$ cat src/rtl/rggen_rtl_pkg.sv
// Shared rggen bus types: access status, access direction and the AXI4-Lite bridge state.
package rggen_rtl_pkg;

  typedef enum logic [1:0] {
    RGGEN_OKAY         = 2'b00,
    RGGEN_EXOKAY       = 2'b01,
    RGGEN_SLAVE_ERROR  = 2'b10,
    RGGEN_DECODE_ERROR = 2'b11
  } rggen_status;

  typedef enum logic {
    RGGEN_READ  = 1'b0,
    RGGEN_WRITE = 1'b1
  } rggen_direction;

  typedef enum logic [1:0] {
    IDLE       = 2'd0,
    BUS_ACCESS = 2'd1,
    RESPONSE   = 2'd2
  } rggen_axi4lite_bridge_state;

endpackage

$ cat src/rtl/rggen_bus_if.sv
// Single-access register bus between the host bridge (master) and the bus splitter (slave).
interface rggen_bus_if
  import rggen_rtl_pkg::*;
#(
  parameter int ADDRESS_WIDTH = 16,
  parameter int DATA_WIDTH    = 32
);
  logic                      request;
  logic [ADDRESS_WIDTH-1:0]  address;
  rggen_direction            direction;
  logic [DATA_WIDTH-1:0]     write_data;
  logic [DATA_WIDTH/8-1:0]   write_strobe;
  logic                      done;
  logic [DATA_WIDTH-1:0]     read_data;
  rggen_status               status;

  modport master (
    output request, address, direction, write_data, write_strobe,
    input  done, read_data, status
  );

  modport slave (
    input  request, address, direction, write_data, write_strobe,
    output done, read_data, status
  );
endinterface

$ cat src/rtl/rggen_axi4lite_bridge.sv
// AXI4-Lite slave to rggen_bus_if master, one access outstanding at a time.
// Define RGGEN_AXI4LITE_ROUND_ROBIN_EN for read/write round-robin arbitration (default: read priority).
module rggen_axi4lite_bridge
  import rggen_rtl_pkg::*;
#(
  parameter int ADDRESS_WIDTH = 16,
  parameter int DATA_WIDTH    = 32
)(
  input  logic                      clk,
  input  logic                      rst_n,
  input  logic                      awvalid,
  output logic                      awready,
  input  logic [ADDRESS_WIDTH-1:0]  awaddr,
  input  logic [2:0]                awprot,
  input  logic                      wvalid,
  output logic                      wready,
  input  logic [DATA_WIDTH-1:0]     wdata,
  input  logic [DATA_WIDTH/8-1:0]   wstrb,
  output logic                      bvalid,
  input  logic                      bready,
  output logic [1:0]                bresp,
  input  logic                      arvalid,
  output logic                      arready,
  input  logic [ADDRESS_WIDTH-1:0]  araddr,
  input  logic [2:0]                arprot,
  output logic                      rvalid,
  input  logic                      rready,
  output logic [DATA_WIDTH-1:0]     rdata,
  output logic [1:0]                rresp,
  rggen_bus_if.master               bus_if
);
  // state      | meaning
  // IDLE       | waiting for AR or AW+W; grants one per cycle
  // BUS_ACCESS | request held until splitter returns done
  // RESPONSE   | R or B valid until host accepts it
  localparam int STRB_WIDTH = DATA_WIDTH / 8;

  rggen_axi4lite_bridge_state state;
  logic                       request;
  logic [ADDRESS_WIDTH-1:0]   address;
  rggen_direction             direction;
  logic [DATA_WIDTH-1:0]      write_data;
  logic [STRB_WIDTH-1:0]      write_strobe;
  logic                       write_eligible;
  logic                       read_eligible;
  logic                       grant_read;
  logic                       grant_write;
  logic                       unused_prot;

  assign unused_prot = ^{awprot, arprot};

`ifdef RGGEN_AXI4LITE_ROUND_ROBIN_EN
  logic read_priority;

  always_ff @(posedge clk or negedge rst_n) begin
    if (!rst_n) begin
      read_priority <= 1'b1;
    end else if (grant_read) begin
      read_priority <= 1'b0;
    end else if (grant_write) begin
      read_priority <= 1'b1;
    end
  end
`endif

  always_comb begin
    write_eligible = awvalid && wvalid;
    read_eligible  = arvalid;
`ifdef RGGEN_AXI4LITE_ROUND_ROBIN_EN
    grant_read     = read_eligible && (!write_eligible || read_priority);
`else
    grant_read     = read_eligible;
`endif
    grant_write    = write_eligible && !grant_read;
    if (state != IDLE) begin
      grant_read  = 1'b0;
      grant_write = 1'b0;
    end
  end

  assign arready = grant_read;
  assign awready = grant_write;
  assign wready  = grant_write;

  always_ff @(posedge clk or negedge rst_n) begin
    if (!rst_n) begin
      state        <= IDLE;
      request      <= 1'b0;
      address      <= '0;
      direction    <= RGGEN_READ;
      write_data   <= '0;
      write_strobe <= '0;
      rvalid       <= 1'b0;
      rdata        <= '0;
      rresp        <= '0;
      bvalid       <= 1'b0;
      bresp        <= '0;
    end else begin
      case (state)
        IDLE: begin
          if (grant_read || grant_write) begin
            request      <= 1'b1;
            address      <= grant_read ? araddr : awaddr;
            direction    <= grant_read ? RGGEN_READ : RGGEN_WRITE;
            write_data   <= grant_read ? '0 : wdata;
            write_strobe <= grant_read ? '0 : wstrb;
            state        <= BUS_ACCESS;
          end
        end
        BUS_ACCESS: begin
          if (bus_if.done) begin
            request <= 1'b0;
            if (direction == RGGEN_READ) begin
              rvalid <= 1'b1;
              rdata  <= bus_if.read_data;
              rresp  <= bus_if.status;
            end else begin
              bvalid <= 1'b1;
              bresp  <= bus_if.status;
            end
            state <= RESPONSE;
          end
        end
        RESPONSE: begin
          // rdata/resp return to 0 so they read as 0 whenever valid is low
          if ((rvalid && rready) || (bvalid && bready)) begin
            rvalid <= 1'b0;
            rdata  <= '0;
            rresp  <= '0;
            bvalid <= 1'b0;
            bresp  <= '0;
            state  <= IDLE;
          end
        end
        default: state <= IDLE;
      endcase
    end
  end

  assign bus_if.request      = request;
  assign bus_if.address      = address;
  assign bus_if.direction    = direction;
  assign bus_if.write_data   = write_data;
  assign bus_if.write_strobe = write_strobe;

endmodule
$ cat src/flat_wrapper.sv
// flat-port wrapper written by rule: the top's interface ports become plain ports
module rggen_axi4lite_bridge_flat import rggen_rtl_pkg::*;
#(
  parameter int ADDRESS_WIDTH = 16,
  parameter int DATA_WIDTH    = 32
)
  (clk, rst_n, awvalid, awready, awaddr, awprot, wvalid, wready, wdata, wstrb, bvalid, bready, bresp, arvalid, arready, araddr, arprot, rvalid, rready, rdata, rresp, bus_if_request, bus_if_address, bus_if_direction, bus_if_write_data, bus_if_write_strobe, bus_if_done, bus_if_read_data, bus_if_status);
  rggen_bus_if #(.ADDRESS_WIDTH(ADDRESS_WIDTH), .DATA_WIDTH(DATA_WIDTH)) bus_if_i ();
  input  logic clk;
  input  logic rst_n;
  input  logic awvalid;
  output logic awready;
  input  logic [ADDRESS_WIDTH-1:0] awaddr;
  input  logic [2:0] awprot;
  input  logic wvalid;
  output logic wready;
  input  logic [DATA_WIDTH-1:0] wdata;
  input  logic [DATA_WIDTH/8-1:0] wstrb;
  output logic bvalid;
  input  logic bready;
  output logic [1:0] bresp;
  input  logic arvalid;
  output logic arready;
  input  logic [ADDRESS_WIDTH-1:0] araddr;
  input  logic [2:0] arprot;
  output logic rvalid;
  input  logic rready;
  output logic [DATA_WIDTH-1:0] rdata;
  output logic [1:0] rresp;
  output wire logic [$bits(bus_if_i.request)-1:0] bus_if_request;
  output wire logic [$bits(bus_if_i.address)-1:0] bus_if_address;
  output wire logic [$bits(bus_if_i.direction)-1:0] bus_if_direction;
  output wire logic [$bits(bus_if_i.write_data)-1:0] bus_if_write_data;
  output wire logic [$bits(bus_if_i.write_strobe)-1:0] bus_if_write_strobe;
  input wire logic [$bits(bus_if_i.done)-1:0] bus_if_done;
  input wire logic [$bits(bus_if_i.read_data)-1:0] bus_if_read_data;
  input wire logic [$bits(bus_if_i.status)-1:0] bus_if_status;
  assign bus_if_request = bus_if_i.request;
  assign bus_if_address = bus_if_i.address;
  assign bus_if_direction = bus_if_i.direction;
  assign bus_if_write_data = bus_if_i.write_data;
  assign bus_if_write_strobe = bus_if_i.write_strobe;
  assign bus_if_i.done = bus_if_done;
  assign bus_if_i.read_data = bus_if_read_data;
  assign bus_if_i.status = bus_if_status;
  rggen_axi4lite_bridge #(.ADDRESS_WIDTH(ADDRESS_WIDTH), .DATA_WIDTH(DATA_WIDTH)) u_core (.clk(clk), .rst_n(rst_n), .awvalid(awvalid), .awready(awready), .awaddr(awaddr), .awprot(awprot), .wvalid(wvalid), .wready(wready), .wdata(wdata), .wstrb(wstrb), .bvalid(bvalid), .bready(bready), .bresp(bresp), .arvalid(arvalid), .arready(arready), .araddr(araddr), .arprot(arprot), .rvalid(rvalid), .rready(rready), .rdata(rdata), .rresp(rresp), .bus_if(bus_if_i));
endmodule
$ cat config.mk
export PLATFORM = sky130hd
export DESIGN_NAME = rggen_axi4lite_bridge_flat
export DESIGN_NICKNAME = d
export VERILOG_FILES = /design/src/rtl/rggen_rtl_pkg.sv /design/src/rtl/rggen_bus_if.sv /design/src/rtl/rggen_axi4lite_bridge.sv /design/src/flat_wrapper.sv
export SDC_FILE = /design/constraint.sdc
export NUM_CORES = 1
export LEC_CHECK = 0
export CORE_MARGIN = 2
export CORE_UTILIZATION = 50
export CTS_BUF_LIST = sky130_fd_sc_hd__clkbuf_8
export CTS_CLUSTER_DIAMETER = 50
export DETAILED_ROUTE_END_ITERATION = 8
export DONT_BUFFER_PORTS = 1
export SYNTH_ARGS = -nofsm -noshare
export SYNTH_HDL_FRONTEND = slang
export SYNTH_SLANG_ARGS = --single-unit
$ cat constraint.sdc
create_clock -name clk -period 4.5 [get_ports clk]
set_input_delay 0.45 -clock clk [delete_from_list [all_inputs] [get_ports clk]]
set_output_delay 0.45 -clock clk [all_outputs]
set_load 0.005 [all_outputs]
==> results.sh <==
export IMPL_outcome="complete, but fails checks"
export IMPL_failed_checks="negative hold slack"
export IMPL_fp_dieH_um=89.59
export IMPL_synthesis_area_sq_um=3662
export IMPL_pwr_density_cell_nw_per_um2=694.4
export IMPL_synth_seq_cells=94
export IMPL_post_synth_top_count_cell="dfrtp_1"
export IMPL_crit_path_max_fanout=38
export IMPL_synth_yosys_warnings=0
export IMPL_critical_path_endpoint_type="output pin"
export IMPL_power_ir_vdd_worst_uv=230.6
export IMPL_grt_setup_unrepaired="no"
export IMPL_area_growth_synth_to_final_pct=5.945
export IMPL_storage_element_area_sq_um=2352
export IMPL_core_rowCount=31
export IMPL_synth_common_cells="dfrtp_1, a22o_1, o221a_2, or3_1, buf_2"
export IMPL_hold_path_class="in2async"
export IMPL_grt_antenna_before_repair=0
export IMPL_synth_nets=374
export IMPL_synth_top_cell_by_area="dfrtp_1"
export IMPL_worstReg2RegStart="u_core.state[0]$_DFFE_PN0P_"
export IMPL_postLayoutCoreUtil=0.5407
export IMPL_detailedRoute_firstPassIterationCount=4
export IMPL_synth_seq_area_share=0.6423
export IMPL_drt_wirelength_per_cell_um=22.28
export IMPL_number_of_cells_on_the_worst_reg_to_reg_path=3
export IMPL_max_slew_margin_rel=0.3430
export IMPL_gpl_final_weighted_congestion=0.7080
export IMPL_viasPerCell=6.193
export IMPL_fp_coreArea_sq_um=7176
export IMPL_clock_slew_at_reported_path_ffs_ns=0.09
export IMPL_total_leakage_power_nw=1.758
export IMPL_antenna_violating_nets_post_route=0
export IMPL_multiInputGateArea_sq_um=1127
export IMPL_cp_arrival_ns=2.48
export IMPL_cts_bufs_inserted=9
export IMPL_insertedDiodeCount=0
export IMPL_port_buffers=0
export IMPL_clock_skew_final_ns=0.01213
export IMPL_cts_max_path_buffers=2
export IMPL_die_boundary_width_um=89.59
export IMPL_layout_drive_gt1_share=0.1542
export IMPL_async_flop_share=1.000
export IMPL_cts_root_buffer_cell="clkbuf_8"
export IMPL_grt_start_max_net_pins=95
export IMPL_cts_tree="built"
export IMPL_avgSynthCellArea_sq_um=14.19
export IMPL_first_pass_grt_wire_length_um=11230
export IMPL_report_final_hold_viol_count=5
export IMPL_initial_utilization=0.5104
export IMPL_slew_violations=0
export IMPL_yosysUniqueCellTypes=28
export IMPL_worst_setup_path_type="reg2out"
export IMPL_maxCapViolCount=0
export IMPL_netlist_instances=258
export IMPL_synth_edf_count=0
export IMPL_hold_slack_ns=-0.02328
export IMPL_num_io_pins=211
export IMPL_wirelength_um=7844
export IMPL_timing_reg2reg_setup_slack_ns=2.04
export IMPL_ys_dominant_reg_cell="dfrtp_1"
export IMPL_num_nets_final=364
export IMPL_worstMarginPinSlew_ns=0.9802
export IMPL_synth_top_cell_area_share=0.6423
export IMPL_groute_usage_overall=0.1886
export IMPL_grt_overflow_total=0
export IMPL_clock_latency_late_sink_ns=0.35
export IMPL_critPathLaunchType="flop"
export IMPL_detailedPlacementHpwl_um=5224
export IMPL_detail_route_drc_violations=0
export IMPL_clock_sinks=94
export IMPL_first_global_vias=2099
export IMPL_required_ns=4.05
export IMPL_timing_limited_maximum_frequency_mhz=341.3
export IMPL_fin_setup_tns_ns=0
export IMPL_dieArea_sq_um=8025
export IMPL_critical_path_reg2reg_endpoint="u_core.bus_if.write_data[26]$_DFFE_PN0P_"
export IMPL_period_needed_ns=2.930
export IMPL_n_fill_cell=599
export IMPL_drt_first_iter_violations=116
export IMPL_htreeDepth=3
export IMPL_setup_viol=0
export IMPL_layout_worst_path_cycle_share=0.6511
export IMPL_synthTopCellsByArea="dfrtp_1, a22o_1, o221a_2"
export IMPL_route_vias_total=2180
cell families after synthesis:
family                 share of synthesized area
muxes                                   0.006149
buffers and inverters                    0.04988
and+or+nand+nor                          0.06013
AOI/OAI and AO/OA                         0.2415
DFF                                       0.6423
registers in the layout (all words and copies together) (netlist names):
register / flops
u_core.state: 2
u_core.bvalid: 1
u_core.rdata: 32
u_core.bus_if.write_data: 32
u_core.bresp: 2
u_core.bus_if.write_strobe: 4
u_core.bus_if.address: 16
u_core.bus_if.direction: 1
u_core.bus_if.request: 1
u_core.rvalid: 1
u_core.rresp: 2
placed cells by master (no fill, tap or decap), types with 2 or more instances in the layout:
master     netlist  final
clkinv_4         0      3
o221a_2         16     16
clkbuf_8         0      9
a22o_1          71     71
nor2_1           2      2
or3_1           16     16
dfrtp_1         94     94
a22oi_1          2      2
nand2_1          8      8
a21oi_1          4      4
inv_1            5      5
bufinv_16        0      2
o2bb2ai_1        2      2
nand3_1          2      2
o21ai_0          2      2
routing by layer:
layer / wire length (um) / share of wire / GRT usage
met4: 116 / 0.015 / 0.07734
met2: 3675 / 0.47 / 0.2794
met1: 3177 / 0.41 / 0.2458
met3: 875 / 0.11 / 0.07952
met5: 0 / 0 / 0
what timing repair did:
item / in CTS / in global routing
buffers inserted: 0 / 0
hold buffers: 1 / 0
endpoints found under the hold margin: 94 / 0
resized for setup: 0 / 0
stage by stage:
stage | total power [mW] | setup WS (ns) | cells | hold slack [ns] | cell area [sq um]
final | 2.694 | 1.570 | 352 | -0.02328 | 3880
after global routing | 2.892 | 1.320 | 352 | 0.01448 | 3880
after CTS | 2.727 | 1.575 | 352 | 0.01312 | 3880
after detailed placement | 2.098 | 1.967 | 335 | 0.1564 | 3630
after global placement | 2.081 | 1.990 | 335 | 0.1562 | 3630
after floorplan | 1.970 | 2.851 | 258 | 0.1544 | 3662
cell type report:
class                      count  share of cell area
clock buffer                   9             0.03193
clock inverter                 7             0.02548
inverter                       5            0.004837
multi-input combinational    136              0.2906
sequential                    94              0.6063
tap                           99             0.03193
timing repair buffer           2            0.009029
report_power, final:
group	leakage (nW)	switching (mW)	total (mW)	internal (mW)
registers	1.20	0.299	1.47	1.17
clock network	0.109	0.291	0.606	0.315
logic	0.452	0.293	0.620	0.327
total	1.76	0.883	2.69	1.81
critical path, stage by stage, from the launching register on:
cell	delay, ns
dfrtp_1	0.50
nand4bb_1	0.69
nor2_4	0.93
worst max path at each step:
stage	from	endpoint	slack, ns	cells after the start
global route	u_core.state[0]$_DFFE_PN0P_	wready	1.32	2
floorplan	awvalid	wready	2.85	5
CTS	u_core.state[0]$_DFFE_PN0P_	awready	1.57	2
global placement	u_core.state[0]$_DFFE_PN0P_	wready	1.99	2
finish	u_core.state[0]$_DFFE_PN0P_	awready	1.57	2
detailed placement	u_core.state[0]$_DFFE_PN0P_	wready	1.97	2
Note: power is estimated with default switching activity, not from simulation.
